`src/rtl/mul_acc_pkg.sv`:
```
// mul_acc_pkg: shared defines for the EX stage -- ALU op codes, multiply/accumulate op codes, multiplier FSM states.
// No ports; also provides legal_cfg(), which checks a WIDTH/STEP pair for validity.
package mul_acc_pkg;

    typedef enum logic [3:0] {
        ALU_ADD,
        ALU_SUB,
        ALU_AND,
        ALU_OR,
        ALU_XOR,
        ALU_SLT
    } alu_op_e;

    // The reserved encoding 2'b11 behaves as a plain multiply.
    typedef enum logic [1:0] {
        MA_MUL  = 2'b00,
        MA_MADD = 2'b01,
        MA_MSUB = 2'b10,
        MA_RSVD = 2'b11
    } ma_op_e;

    typedef enum logic [1:0] {
        IDLE,
        CALC,
        ACC,
        DONE
    } ma_state_e;

    function automatic bit legal_cfg(int width, int step);
        return (width == 8 || width == 16 || width == 32 || width == 64) &&
               (step == 1 || step == 2 || step == 4 || step == 8) && (width % step == 0);
    endfunction

endpackage

```
`src/rtl/mul_acc_if.sv`:
```
// mul_acc_if: request/response bundle between the EX stage (master) and the multiplier (slave).
// Master drives start_i, annul_i, signed_i, op_i, opdata1_i, opdata2_i and hilo_i.
// Slave drives result_o, ready_o and busy_o.
interface mul_acc_if #(parameter int WIDTH = 32);
    logic                 start_i;
    logic                 annul_i;
    logic                 signed_i;
    logic [1:0]           op_i;
    logic [WIDTH-1:0]     opdata1_i;
    logic [WIDTH-1:0]     opdata2_i;
    logic [2*WIDTH-1:0]   hilo_i;
    logic [2*WIDTH-1:0]   result_o;
    logic                 ready_o;
    logic                 busy_o;

    modport master (output start_i, annul_i, signed_i, op_i, opdata1_i, opdata2_i, hilo_i,
                    input  result_o, ready_o, busy_o);
    modport slave  (input  start_i, annul_i, signed_i, op_i, opdata1_i, opdata2_i, hilo_i,
                    output result_o, ready_o, busy_o);
endinterface

```
`src/rtl/mul_acc_step.sv`:
```
// mul_acc_step: combinational partial-product adder, sum = acc + mcand * mbits (mod 2^(2*WIDTH)).
// Ports: mcand -- shifted multiplicand; mbits -- next STEP multiplier bits; acc -- running partial product; sum -- updated product.
module mul_acc_step #(
    parameter int WIDTH = 32,
    parameter int STEP  = 1
) (
    input  logic [2*WIDTH-1:0] mcand,
    input  logic [STEP-1:0]    mbits,
    input  logic [2*WIDTH-1:0] acc,
    output logic [2*WIDTH-1:0] sum
);
    always_comb begin
        sum = acc;
        for (int i = 0; i < STEP; i++)
            sum = mbits[i] ? sum + (mcand << i) : sum;
    end
endmodule

```
`src/rtl/mul_acc.sv`:
```
// mul_acc: multi-cycle shift-add multiplier with MUL/MADD/MSUB accumulate into {HI,LO}.
// Ports: clk -- clock; rst -- synchronous active-high reset; bus -- mul_acc_if slave (request, operands, hilo in; result, ready, busy out).
module mul_acc
    import mul_acc_pkg::*;
#(
    parameter int WIDTH = 32,
    parameter int STEP  = 1
) (
    input logic        clk,
    input logic        rst,
    mul_acc_if.slave   bus
);
    localparam int CYC = WIDTH / STEP;
    localparam int CW  = $clog2(CYC + 1);

    if (!legal_cfg(WIDTH, STEP)) begin : g_bad_cfg
        $error("mul_acc: illegal WIDTH=%0d STEP=%0d", WIDTH, STEP);
    end

    ma_state_e          state, state_n;
    ma_op_e             op;
    logic               sign;
    logic               last;
    logic [CW-1:0]      cnt;
    logic [WIDTH-1:0]   mag1, mag2, mplier;
    logic [2*WIDTH-1:0] mcand, prod, sum, result;

    // Negating the most negative value wraps back to 2^(WIDTH-1), which is the correct unsigned magnitude.
    assign mag1 = bus.signed_i && bus.opdata1_i[WIDTH-1] ? -bus.opdata1_i : bus.opdata1_i;
    assign mag2 = bus.signed_i && bus.opdata2_i[WIDTH-1] ? -bus.opdata2_i : bus.opdata2_i;
    assign last = cnt == CW'(CYC - 1);

    mul_acc_step #(.WIDTH(WIDTH), .STEP(STEP)) u_step (
        .mcand (mcand),
        .mbits (mplier[STEP-1:0]),
        .acc   (prod),
        .sum   (sum)
    );

    always_comb begin
        state_n = state;
        if (bus.annul_i)
            state_n = IDLE;
        else
            case (state)
                IDLE: state_n = bus.start_i ? CALC : IDLE;
                CALC: state_n = last ? ACC : CALC;
                ACC:  state_n = DONE;
                DONE: state_n = bus.start_i ? DONE : IDLE;
            endcase
    end

    assign bus.ready_o  = state == DONE;
    assign bus.busy_o   = state == CALC || state == ACC;
    assign bus.result_o = state == DONE ? result : '0;

    always_ff @(posedge clk) begin
        if (rst) begin
            state  <= IDLE;
            op     <= MA_MUL;
            sign   <= 1'b0;
            cnt    <= '0;
            mplier <= '0;
            mcand  <= '0;
            prod   <= '0;
            result <= '0;
        end else begin
            state <= state_n;
            if (state == IDLE && bus.start_i && !bus.annul_i) begin
                op     <= ma_op_e'(bus.op_i);
                sign   <= (bus.opdata1_i[WIDTH-1] ^ bus.opdata2_i[WIDTH-1]) & bus.signed_i;
                mcand  <= {{WIDTH{1'b0}}, mag1};
                mplier <= mag2;
                prod   <= '0;
                cnt    <= '0;
            end
            // The multiplicand moves left as the multiplier is consumed LSB-first, keeping bit weights aligned.
            if (state == CALC) begin
                prod   <= last && sign ? -sum : sum;
                mcand  <= mcand << STEP;
                mplier <= mplier >> STEP;
                cnt    <= cnt + 1'b1;
            end
            if (state == ACC)
                result <= op == MA_MADD ? bus.hilo_i + prod :
                          op == MA_MSUB ? bus.hilo_i - prod : prod;
        end
    end
endmodule

```
`src/flat_wrapper.sv`:
```
// flat-port wrapper written by rule: the top's interface ports become plain ports
module mul_acc_flat import mul_acc_pkg::*;
#(
    parameter int WIDTH = 32,
    parameter int STEP  = 1
)
  (clk, rst, bus_start_i, bus_annul_i, bus_signed_i, bus_op_i, bus_opdata1_i, bus_opdata2_i, bus_hilo_i, bus_result_o, bus_ready_o, bus_busy_o);
  mul_acc_if #(.WIDTH(WIDTH)) bus_i ();
  input logic clk;
  input logic rst;
  input wire logic [$bits(bus_i.start_i)-1:0] bus_start_i;
  input wire logic [$bits(bus_i.annul_i)-1:0] bus_annul_i;
  input wire logic [$bits(bus_i.signed_i)-1:0] bus_signed_i;
  input wire logic [$bits(bus_i.op_i)-1:0] bus_op_i;
  input wire logic [$bits(bus_i.opdata1_i)-1:0] bus_opdata1_i;
  input wire logic [$bits(bus_i.opdata2_i)-1:0] bus_opdata2_i;
  input wire logic [$bits(bus_i.hilo_i)-1:0] bus_hilo_i;
  output wire logic [$bits(bus_i.result_o)-1:0] bus_result_o;
  output wire logic [$bits(bus_i.ready_o)-1:0] bus_ready_o;
  output wire logic [$bits(bus_i.busy_o)-1:0] bus_busy_o;
  assign bus_i.start_i = bus_start_i;
  assign bus_i.annul_i = bus_annul_i;
  assign bus_i.signed_i = bus_signed_i;
  assign bus_i.op_i = bus_op_i;
  assign bus_i.opdata1_i = bus_opdata1_i;
  assign bus_i.opdata2_i = bus_opdata2_i;
  assign bus_i.hilo_i = bus_hilo_i;
  assign bus_result_o = bus_i.result_o;
  assign bus_ready_o = bus_i.ready_o;
  assign bus_busy_o = bus_i.busy_o;
  mul_acc #(.WIDTH(WIDTH), .STEP(STEP)) u_core (.clk(clk), .rst(rst), .bus(bus_i));
endmodule
```
`config.mk`:
```
export PLATFORM = sky130hd
export DESIGN_NAME = mul_acc_flat
export DESIGN_NICKNAME = d
export VERILOG_FILES = /design/src/rtl/mul_acc_pkg.sv /design/src/rtl/mul_acc_if.sv /design/src/rtl/mul_acc_step.sv /design/src/rtl/mul_acc.sv /design/src/flat_wrapper.sv
export SDC_FILE = /design/constraint.sdc
export NUM_CORES = 1
export LEC_CHECK = 0
export ABC_CLOCK_PERIOD_IN_PS = 8600
export BUFFER_PORTS_ARGS = -buffer_cell sky130_fd_sc_hd__buf_2
export CORE_MARGIN = 2
export CORE_UTILIZATION = 26
export DETAILED_ROUTE_END_ITERATION = 8
export PLACE_DENSITY = 0.41
export SYNTH_ARGS = -nofsm -noshare
export SYNTH_HDL_FRONTEND = slang
export SYNTH_SLANG_ARGS = --single-unit
```
`constraint.sdc`:
```
create_clock -name clk -period 8.6 [get_ports clk]
set_clock_uncertainty 0.1 [all_clocks]
set_input_delay 0.43 -clock clk [delete_from_list [all_inputs] [get_ports clk]]
set_output_delay 0.43 -clock clk [all_outputs]
set_load 0.005 [all_outputs]
```
* Word level (Yosys, flattened, before mapping)
Index checks and enable logic that the tools add are counted.
** Cells by class
- Add/subtract/negate cells :: 7
- Multiply operators :: 0
- Divide/modulo/power cells :: 0
- $lt $le $gt $ge :: 0
- Eq/ne operators :: 6
- Shift-type cells :: 0
- Mux-type cells :: 19
- Bitwise operators :: 2
- Reductions and logical operators :: 11
** Operators by type and width (count)
- 64-bit two-way mux :: 9
- 64-bit adder :: 2
- 32-bit two-way mux :: 2
- 32-bit negator :: 2
- 64-bit negator :: 1
- 64-bit subtractor :: 1
- 31-bit two-way mux :: 2
- 6-bit two-way mux :: 2
- 2-bit one-hot mux with 4 select lines :: 1
- 6-bit by 1-bit adder with 6-bit output (second input constant) :: 1
- 2-bit equality test (second input constant) :: 3
- 6-bit by 5-bit equality test with 1-bit output (second input constant) :: 1
- 1-bit logical AND :: 5
- 2-bit by 1-bit equality test with 1-bit output (second input constant) :: 2
- 2-bit two-way mux :: 2
- 2-bit OR reduction :: 2
- 2-bit logical NOT :: 1
- 2-bit nonzero test :: 1
- 1-bit bitwise AND :: 1
- 1-bit logical NOT :: 1
- 1-bit logical OR :: 1
- 1-bit two-way mux :: 1
- 1-bit XOR :: 1
** Storage, ports and cells
- Bits in registers :: 235
- Bits in latches :: 0
- Memory bits (writable) :: 0
- Bits in read-only memories :: 0
- Input bits :: 135
- Output and inout port bits :: 66
- Logic and storage cells :: 55
- Memories :: 0

* Depth between registers and ports, before layout
- Depth after elaboration :: 5
- Depth in mapped cells :: 18
- Gate-level depth less buffers :: 17

* Modules after synthesis
Synthesis repeated with hierarchy kept, for this count alone.
** Second synthesis, totals
- Cell total of the unflattened synthesis :: 3581
- Area total of the unflattened synthesis :: 25234.2 sq um
** Modules (own cells, without submodules)
- mul_acc :: times used 1, cells each 2916, area each 20582.2 sq um, seq. area each 4704.5 sq um
- mul_acc_step :: times used 1, cells each 665, area each 4652.0 sq um, seq. area each 0.0 sq um

* Worst setup path before layout
OpenSTA, ideal clock, no wires.
- Kind :: register to register
- From :: register u_core.prod[6]
- To :: register u_core.prod[63]
- Library setup time :: 0.124 ns
- Arrival time :: 4.041 ns
- Required time :: 8.376 ns
- Path slack :: 4.335 ns
- Stages on the path, launching flop included :: 18
- Path buffers :: 2
- Clock period less this slack :: 4.265 ns
- Path through :: dfxtp_1 -> ha_1 -> buf_6 -> a2111oi_0 -> o21ai_1 -> a211o_1 -> o2111ai_2 -> and2_1 -> o31a_1 -> a32oi_1 -> a2111o_1 -> or4b_1 -> clkbuf_2 -> nand4b_4 -> o41ai_4 -> xnor2_1 -> a21oi_1 -> o22ai_1
** On the way
- Word-level cells in the longest chain between the ends :: 5
** Ends and longest elaborated chain
- from (decl) :: line mul_acc.sv:26 : logic [2*WIDTH-1:0] mcand, prod, sum, result;
- from (signal assigned) :: line mul_acc.sv:79 : prod <= last && sign ? -sum : sum;
- 64-bit adder :: line mul_acc_step.sv:15 : sum = mbits[i] ? sum + (mcand << i) : sum;
- 64-bit two-way mux (*) :: line mul_acc_step.sv:15
- 64-bit negator :: line mul_acc.sv:79
- 64-bit two-way mux (*) :: line mul_acc.sv:79
- 64-bit two-way mux (*) :: line mul_acc.sv:78 : if (state == CALC) begin
Every way passes the cells marked *; elsewhere a longest branch is shown, timed or not.
A chain may end at the register's enable or synchronous reset.

* Final worst setup path
- From :: register u_core.prod[9]
- To :: register u_core.prod[47]
Same word-level chain as after synthesis.

==> metrics <==
status=finished clean; fraction of synthesized area in multiplexers=0.0173; row cnt=between 100 and 150; startpoint of the worst hold path=bus_op_i[0]; instance area at placement=about 27000 um2; net switching fraction of the power=0.320; setup repair after global routing missed its margin=false; residual antenna-violating net count after detailed routing=0; total nets after synthesis=about 4000; non-filler cells, final=a little under 5000; cells taking the most area after synthesis=dfxtp_1 (19%), ha_1 (9.9%), a21oi_1 (8.9%); number of antenna violations at the first check in global routing=14; number of sinks handled by clock tree synthesis=roughly 240; R2R Path Start=u_core.prod[9]; CTS H-Tree Depth=2; setup_tns=0 ns; type of the worst setup path=reg -> reg; global placer's final weighted congestion=around 0.90; main combinational cell family by area after synthesis=compound AO/OA/AOI/OAI gates; xor/xnor share of the synthesized area=0.0857; Leak Pwr=10.9 nW; Post-Layout Inst Area=roughly 28000 um2; kind of end point of the critical path=flop; P_int=about 2.3 mW; Clock power frac=0.456; Post-Route WL=between 100000 and 150000 um; path length in cells of the critical path=15; compound-gate portion of the synthesized area=0.310; required time at the worst-slack endpoint=roughly 8.9 ns; Top Family by Delay on Critical Path=compound AO/OA/AOI/OAI gates; worst-path cell with the longest stage delay=a2111oi_1; DIE WIDTH=around 310 um; Reg clk slew, reported paths=roughly 0.06 ns; first-pass detailed-route iteration total=5; overall global routing resource usage=0.196; type of the worst min-delay path=in -> reg; FF-to-FF setup slack=3.24 ns; category of the worst setup path launch point=flop; Longest Clk Path Bufs=3; mean cell area of the mapped netlist=~7 um2; via count of the first global-routing pass=~25000; number of buffers inserted during clock tree synthesis=35; maximum net fanout on the critical path=8; CP Data Arrival Time=between 5 and 6 ns; setup slack after placement=approximately 3.2 ns; Slowest Stage Delay on Critical Path=0.80 ns; global-route wire length before repair=about 150000 um; DRC marker count from the first detailed-route iteration=~2100; EDFF count, synth=0; Slew @ Worst Pin=about 1.1 ns; reg-to-reg critical path endpoint=u_core.prod[47]; Die Span Y=roughly 310 um; Most used DFF post-synth=dfxtp_1; count of cells along the worst register-to-register path=15; count of unique library cells instantiated by Yosys=96; overall power of the completed layout=3.40 mW; # Post-CTS Setup Buffers=0; fin nets=approximately 4000; CP Cell Sequence=ha_1 > nand4_1 > a2111oi_1 > a211oi_1 > a211oi_1 > nor2_1 > xnor2_1 > mux2i_1 > nand3_1 > o31ai_1 > o21a_1 > and2_1 > nor4_1 > a221oi_1 > o31ai_1; part of the total power dissipated in combinational logic=0.209; NetSw=about 1.1 mW; final HPWL from detailed placement=77500 um; post-synth top area share=0.187; count of pins over their slew limit=0; layout overhead on the synthesized area=12.8%; count of cells along the worst hold path=3; effective utilization at floorplan=0.261; remaining design rule violation count=0; fraction of registers with async set/reset=0; area share of fa/ha/maj cells after synthesis=0.101; via total after detailed routing=approximately 26000; latest clock arrival within the worst-skew pair=0.56 ns; largest net degree at the start of global routing=between 150 and 200; Post-Place Cells=approximately 5000; gate count after technology mapping=between 3000 and 4000; cell taking the most area after synthesis=dfxtp_1; number of hold-slack violations in the final timing report=0; VDD IR-drop max=between 100 and 150 uV; GRT overflow=0; max-capacitance violation count=0; Yosys warnings=0; part of the Yosys area used for sequential elements=0.187; clock tree from TritonCTS=built; FMAX=187 MHz; final setup violation count=0; period utilisation layout=0.623; setup slack of the critical path after layout=~3.2 ns; IO Count=~200; most frequent standard cell in the layout excluding fill and tap cells=nor2_1; share of final-layout standard cells stronger than drive strength 1=0.0921; #FFs+latches synth=about 240; area of the die=99200 um2; Synth Area in Simple Gates=0.240; Period minus WS final=between 5 and 6 ns; detailed-route wire length per cell=20.2 um; CP bufs+invs=0; number of buffers added to fix hold violations after cts=1; highest-count cells in the layout ignoring fill and taps=nor2_1 (500), a21oi_1 (446), nand2_1 (249); I/O Buffers=200; netlist area before placement=approximately 25000 um2; pwr/cell area=approximately 120 nW/um2; max-slew headroom at the worst pin=0.256; total of cells resized after clock tree synthesis=0; register share of total power=0.335; clock tree root driver cell=clkbuf_16; Endpoint, Worst Hold=u_core.op[0]; Core Footprint=96300 um2; DR vias/cell=between 5 and 6
power by group through the flow:
| stage | combinational (mW) | sequential (mW) | clock, mW |
|---|---|---|---|
| floorplan | 0.484 | 1.15 | 0 |
| detailed placement | 0.705 | 1.16 | 0 |
| global route | 0.785 | 1.14 | 1.64 |
| finish | 0.709 | 1.14 | 1.55 |
| global placement | 0.712 | 1.16 | 0 |
| CTS | 0.708 | 1.14 | 1.60 |
Yosys cell counts (22+ instances only):
master,count
a211oi_1,74
a21o_1,49
a21oi_1,446
a311oi_1,32
a31oi_1,47
and2_1,78
and3_1,57
clkbuf_1,204
dfxtp_1,235
ha_1,198
inv_1,155
mux2i_1,40
nand2_1,250
nand2b_1,35
nand3_1,52
nand4_1,41
nor2_1,504
nor2b_1,24
nor3_1,113
nor4_1,28
o211ai_1,22
o21ai_0,221
o21bai_1,49
o221ai_1,22
o22ai_1,24
o31ai_1,31
or3_1,30
xnor2_1,175
xor2_1,71
metal layers:
layer | global-route usage | vias to the layer above | share of wire
li1 | - | 13200 | -
met1 | 0.286 | 12200 | 0.50
met2 | 0.297 | 744 | 0.42
met3 | 0.0310 | 115 | 0.060
met4 | 0.0456 | 20 | 0.022
met5 | 0 | - | 0.0013
flip-flops by register name (all words and copies together) (netlist names):
| register | flops |
|---|---|
| u_core.cnt | 6 |
| u_core.op | 2 |
| u_core.result | 64 |
| u_core.sign | 1 |
| u_core.prod | 64 |
| u_core.mplier | 32 |
| u_core.mcand | 64 |
| u_core.state | 2 |
cell families after synthesis:
logic type,after synthesis
compound gates,1223
xor+xnor,246
fa+ha+maj,201
buf+inv,391
flops,235
mux,43
simple gates,1277
layout make-up:
class | instances | area, um2
diodes | 2 | 5.00
clock buffers | 48 | 1020
clock inverters | 15 | 205
fillers | 10700 | 67900
inverters | 159 | 597
multi-input cells | 2990 | 19000
flip-flops and latches | 235 | 4710
well taps | 1276 | 1600
repair buffers | 224 | 1210
stage by stage:
step / utilization / hold WS [ns]
after floorplan: - / 0.315
after global placement: 0.282 / 0.334
after detailed placement: 0.282 / 0.333
after CTS: 0.294 / 0.00581
after global routing: 0.294 / 0.0379
final: 0.294 / 0.0467
worst min-delay path, cell delays in order:
cell	delay (ns)
buf_2	0.10
nand2_1	0.06
a21oi_1	0.05
how the worst max path moves through the flow:
stage | start | to | slack (ns)
2_1_floorplan | u_core.prod[6] | u_core.prod[63] | 4.34
5_1_grt | u_core.prod[1] | u_core.prod[47] | 2.74
4_1_cts | u_core.prod[9] | u_core.result[62] | 3.24
3_3_place_gp | bus_hilo_i[0] | u_core.result[62] | 3.27
6_report | u_core.prod[9] | u_core.prod[47] | 3.24
3_5_place_dp | bus_hilo_i[0] | u_core.result[62] | 3.19
(Power assumes the default switching activity.)
